===== src/rtl/mac_pkg.sv =====
// Shared constants for the systolic-array MAC datapath.
// Holds the instruction bit positions and the default operand widths.
package mac_pkg;
    localparam int INST_LOAD = 0;
    localparam int INST_EXEC = 1;
    localparam int BW        = 2;
    localparam int W_BW      = 4;
    localparam int PSUM_BW   = 8;
endpackage


===== src/rtl/mac.sv =====
// Combinational signed multiply-accumulate: out = a*b + c, wrapped to psum_bw bits.
// a and b are two's complement and are sign-extended before the multiply.
module mac #(
    parameter int a_bw    = 2,
    parameter int w_bw    = 4,
    parameter int psum_bw = 8
) (
    input  logic [a_bw-1:0]    a,
    input  logic [w_bw-1:0]    b,
    input  logic [psum_bw-1:0] c,
    output logic [psum_bw-1:0] out
);
    logic signed [psum_bw-1:0] a_ext_s;
    logic signed [psum_bw-1:0] b_ext_s;
    logic signed [psum_bw-1:0] prod_s;

    assign a_ext_s = psum_bw'(signed'(a));
    assign b_ext_s = psum_bw'(signed'(b));
    // Low psum_bw bits of the product are the same whether or not the full product is kept.
    assign prod_s  = a_ext_s * b_ext_s;
    assign out     = prod_s + c;
endmodule


===== src/rtl/mac_tile.sv =====
// Weight-stationary systolic processing element: registers west data and instruction,
// keeps one weight per reset, and presents a*weight + psum to the south.
module mac_tile
    import mac_pkg::*;
#(
    parameter int bw      = BW,
    parameter int w_bw    = W_BW,
    parameter int psum_bw = PSUM_BW
) (
    input  logic               clk,
    input  logic               reset,
    input  logic [w_bw-1:0]    in_w,
    input  logic [1:0]         inst_w,
    input  logic [psum_bw-1:0] in_n,
    output logic [w_bw-1:0]    out_e,
    output logic [1:0]         inst_e,
    output logic [psum_bw-1:0] out_s
);
    logic [w_bw-1:0]    a_r;
    logic [w_bw-1:0]    b_r;
    logic [psum_bw-1:0] c_r;
    logic [1:0]         inst_r;
    logic               load_ready_r;

    logic [w_bw-1:0]    a_nxt_s;
    logic [w_bw-1:0]    b_nxt_s;
    logic [psum_bw-1:0] c_nxt_s;
    logic [1:0]         inst_nxt_s;
    logic               load_ready_nxt_s;

    // Next-state: capture data, consume the first load locally, pass later loads east.
    always_comb begin
        a_nxt_s          = a_r;
        b_nxt_s          = b_r;
        c_nxt_s          = c_r;
        inst_nxt_s       = 2'b00;
        load_ready_nxt_s = load_ready_r;

        if (inst_w != 2'b00) begin
            a_nxt_s = in_w;
        end else begin
            a_nxt_s = a_r;
        end

        if (inst_w[INST_LOAD]) begin
            if (load_ready_r) begin
                b_nxt_s               = in_w;
                load_ready_nxt_s      = 1'b0;
                inst_nxt_s[INST_LOAD] = 1'b0;
            end else begin
                b_nxt_s               = b_r;
                inst_nxt_s[INST_LOAD] = 1'b1;
            end
        end else begin
            inst_nxt_s[INST_LOAD] = 1'b0;
        end

        inst_nxt_s[INST_EXEC] = inst_w[INST_EXEC];
        if (inst_w[INST_EXEC]) begin
            c_nxt_s = in_n;
        end else begin
            c_nxt_s = c_r;
        end
    end

    // State registers; reset wins over any load or execute in the same cycle.
    always_ff @(posedge clk) begin
        if (!reset) begin
            a_r          <= {w_bw{1'b0}};
            b_r          <= {w_bw{1'b0}};
            c_r          <= {psum_bw{1'b0}};
            inst_r       <= 2'b00;
            load_ready_r <= 1'b1;
        end else begin
            a_r          <= a_nxt_s;
            b_r          <= b_nxt_s;
            c_r          <= c_nxt_s;
            inst_r       <= inst_nxt_s;
            load_ready_r <= load_ready_nxt_s;
        end
    end

    assign out_e  = a_r;
    assign inst_e = inst_r;

    mac #(
        .a_bw    (bw),
        .w_bw    (w_bw),
        .psum_bw (psum_bw)
    ) u_mac (
        .a   (a_r[bw-1:0]),
        .b   (b_r),
        .c   (c_r),
        .out (out_s)
    );
endmodule


===== config.mk =====
export PLATFORM = sky130hd
export DESIGN_NAME = mac_tile
export DESIGN_NICKNAME = d
export VERILOG_FILES = /design/src/rtl/mac_pkg.sv /design/src/rtl/mac.sv /design/src/rtl/mac_tile.sv
export SDC_FILE = /design/constraint.sdc
export NUM_CORES = 1
export LEC_CHECK = 0
export CAP_MARGIN = 20
export CORE_MARGIN = 2
export CORE_UTILIZATION = 35
export DETAILED_ROUTE_END_ITERATION = 10
export PLACE_DENSITY_LB_ADDON = 0.1
export SLEW_MARGIN = 15
export SYNTH_ARGS = -nofsm -noshare
export SYNTH_HDL_FRONTEND = slang
export SYNTH_HIERARCHICAL = 1
export SYNTH_SLANG_ARGS = --single-unit
export TNS_END_PERCENT = 20

===== constraint.sdc =====
create_clock -name clk -period 8.9 [get_ports clk]
set_clock_uncertainty 0.1 [all_clocks]
set_input_delay 1.78 -clock clk [delete_from_list [all_inputs] [get_ports clk]]
set_output_delay 1.78 -clock clk [all_outputs]
set_load 0.01 [all_outputs]

==> impl_metrics.json, run 1 <==
{
  "hold_start": "out_e[3]$_SDFFE_PN0P_",
  "postCtsSetupBuffers": 0,
  "grt_pass1_vias": 1019,
  "drt_iter0_drc": 30,
  "htree_num_levels": 1,
  "crit_type": "flip-flop to primary output",
  "endpoint_kind": "primary output",
  "setup_viol": 0,
  "cp.required_ns": 7.02,
  "cts-root-buf": "clkbuf_4",
  "avgViaCountPerCell": 4.74,
  "grt_pass1_wl_microns": 4390,
  "min_to": "out_e[3]$_SDFFE_PN0P_",
  "first_pass_iters": 4,
  "overflow": 0,
  "rr_worst_depth": 2,
  "diodes": 0,
  "syn_to_final_growth_pct": 29.3,
  "cts_sinks": 19,
  "status": "finished clean",
  "drc_errors": 0,
  "ctsResizeCount": 0,
  "drtAntennaViolNets": 0,
  "cts_tree": "done",
  "die_x_microns": 62.8,
  "hpwl_microns": 1970,
  "final_nets": 187,
  "clock_latency_ns": 0.31,
  "wl_per_cell_microns": 12.5,
  "setup_tns_ns": 0,
  "p_per_area_nw_per_um2": 133,
  "path_cells": "inv_1 > nor2_1 > ha_1 > ha_1 > a21o_1 > a21oi_1 > xor2_1 > ha_1 > o21ai_0 > nand2_1 > a31oi_1 > xor2_1 > clkdlybuf4s50_1",
  "die_h_microns": 62.8,
  "p_leak_nw": 0.725,
  "cp_max_fo": 5,
  "cpMostUsedCell": "ha_1",
  "worst_pin_slew_ns": 0.704,
  "grt_use_total_pct": 13.9,
  "r2r_setup_slack_ns": 7.90,
  "power_mw": 0.208,
  "whs_path_depth": 2,
  "slowest_delay_ns": 0.55,
  "arrival_ns": 3.84,
  "ioPinCount": 30,
  "ys.flop_type": "dfxtp_1",
  "totalWireLength_microns": 2520,
  "fin_crit_ns": 5.72,
  "place_congestion": 0.733,
  "hold_violations": 0,
  "start_kind": "flip-flop",
  "slew_headroom_pct": 52.9,
  "r2r-start": "load_ready_r$_SDFFE_PN1P_",
  "num-fill-cells": 350,
  "syn_area_per_cell_sq_um": 9.60,
  "syn-num-nets": 157,
  "grt_max_degree": 24,
  "synth_cell_types": 32,
  "synthArstFlopShare_pct": 0,
  "antenna_found_initial": 0,
  "start_util_pct": 36.3,
  "num_rows": 21,
  "timing.rr.end": "b_r[3]$_SDFFE_PN0P_",
  "ys_seq_area_share_pct": 31.4,
  "fmax_ghz": 0.175,
  "hold_buffers": 0,
  "fin_crit_sh_pct": 64.3,
  "ir_drop_mv": 0.0600,
  "maxCapViolCount": 0,
  "rsz0062_at_grt": "no",
  "layout-drive-gt1-share_pct": 5.81,
  "dieArea_sq_um": 3940,
  "synth_edf_count": 0,
  "synth.cell_area_sq_um": 1210,
  "clock_path_buffers": 2,
  "finalMaxSlewViolations": 0,
  "vias": 952,
  "io_buffer_count": 29,
  "netlist_instances": 126,
  "coreArea_sq_um": 3340,
  "min_path_type": "flip-flop to flip-flop",
  "critPathSlowestCell": "clkdlybuf4s50_1",
  "clk_pin_slew_worst_paths_ns": 0.12,
  "ys_ff_latch": 19,
  "cts_buffers": 3,
  "ys.warnings.count": 6
}
==> sequential cells by signal, summed over array words and instances, names as in the netlist <==
signal,cells
inst_e,2
c_r,8
load_ready_r,1
b_r,4
out_e,4
==> cell type report <==
type	instances	area (sq um)	share of cell area [%]
flip-flops and latches	19	380	24.3
inverters	8	30.0	1.92
well taps	46	57.6	3.68
clock inverters	1	5.00	0.320
clock buffers	3	22.5	1.44
repair buffers	29	290	18.6
multi-input cells	95	778	49.8
==> power by group <==
part           internal (mW)  switching, mW  leakage (nW)
Combinational         0.0381         0.0299         0.550
Sequential            0.0903        0.00386         0.157
Clock                 0.0168         0.0290        0.0177
Total                  0.145         0.0628         0.725
==> metrics by stage <==
stage          std cells  hold slack (ns)  cell area (sq um)  util, %  setup slack (ns)
2_1_floorplan        126            0.338               1210        -              4.26
6_report             201            0.378               1560     46.9              3.18
3_5_place_dp         197            0.357               1540     46.0              3.60
4_1_cts              201            0.382               1560     46.9              3.22
3_3_place_gp         197            0.348               1540     46.0              3.72
5_1_grt              201            0.396               1560     46.9              2.92
==> cell families after synthesis <==
family / synth area share (%)
buf+inv: 4.24
compound gates: 10.4
fa+ha+maj: 17.4
simple gates: 16.3
mux: 13.2
xor+xnor: 6.93
flops: 31.4
==> critical path: cells and delay by family, from the launching register on <==
| family | cells | cell delay (ns) |
|---|---|---|
| AND/OR/NAND/NOR | 2 | 0.20 |
| XOR/XNOR | 2 | 0.44 |
| flip-flops | 1 | 0.46 |
| AO/OA/AOI/OAI | 4 | 0.84 |
| buffers and inverters | 2 | 0.68 |
| adder cells (fa/ha/maj) | 3 | 0.92 |
==> layer usage <==
layer / vias up / global-route usage [%] / wire [microns]
li1: 487 / - / -
met1: 440 / 16.8 / 1180
met2: 21 / 23.7 / 1190
met3: 4 / 3.60 / 115
met4: 0 / 5.00 / 29
met5: - / 0 / 0
==> worst max-delay path by stage <==
stage / start / to / slack [ns] / cells past startpoint
after floorplan: out_e[1]$_SDFFE_PN0P_ / out_s[6] / 4.26 / 10
after global placement: out_e[1]$_SDFFE_PN0P_ / out_s[6] / 3.72 / 11
after detailed placement: out_e[1]$_SDFFE_PN0P_ / out_s[7] / 3.60 / 13
after CTS: out_e[1]$_SDFFE_PN0P_ / out_s[7] / 3.22 / 13
after global routing: out_e[1]$_SDFFE_PN0P_ / out_s[7] / 2.92 / 13
final: out_e[1]$_SDFFE_PN0P_ / out_s[7] / 3.18 / 13
==> Yosys cell counts, types with 2 or more instances <==
master | count | area share (%)
buf_2 | 2 | 0.83
fa_1 | 3 | 5.0
o21ai_0 | 4 | 1.7
xnor2_1 | 3 | 2.2
mux2i_1 | 16 | 13
inv_1 | 8 | 2.5
xor2_1 | 4 | 2.9
nor2b_1 | 8 | 4.1
and2_1 | 4 | 2.1
dfxtp_1 | 19 | 31
a21o_1 | 2 | 1.2
ha_1 | 12 | 12
a21oi_1 | 4 | 1.7
nand2_1 | 15 | 4.7
nor2_1 | 5 | 1.6
==> cells in the final DEF (no fill, tap or decap), types with 4 or more instances in the layout <==
cell,Yosys,layout
nor2_1,5,5
inv_1,8,8
o21ai_0,4,4
clkdlybuf4s50_1,0,29
xor2_1,4,4
nand2_1,15,15
a21oi_1,4,4
mux2i_1,16,16
and2_1,4,4
ha_1,12,12
dfxtp_1,19,19
nor2b_1,8,8
Note: power is estimated with default switching activity, not from simulation.
==> run 2: changes to the inputs <==
==> constraint.sdc (replaced) <==
create_clock -name clk -period 5.5 [get_ports clk]
set_clock_uncertainty 0.1 [all_clocks]
set_input_delay 1.1 -clock clk [delete_from_list [all_inputs] [get_ports clk]]
set_output_delay 1.1 -clock clk [all_outputs]
set_load 0.01 [all_outputs]
==> results of run 2 <==
Same layout as run 1 (identical final DEF). Status: finished clean.
Among the figures that moved: setup slack after placement 3.60 ns -> 0.879 ns; setup slack after layout 3.18 ns -> 0.459 ns; register-to-register setup slack 7.90 ns -> 4.50 ns; total power 0.208 mW -> 0.337 mW; worst IR drop on VDD 0.0600 mV -> 0.0970 mV
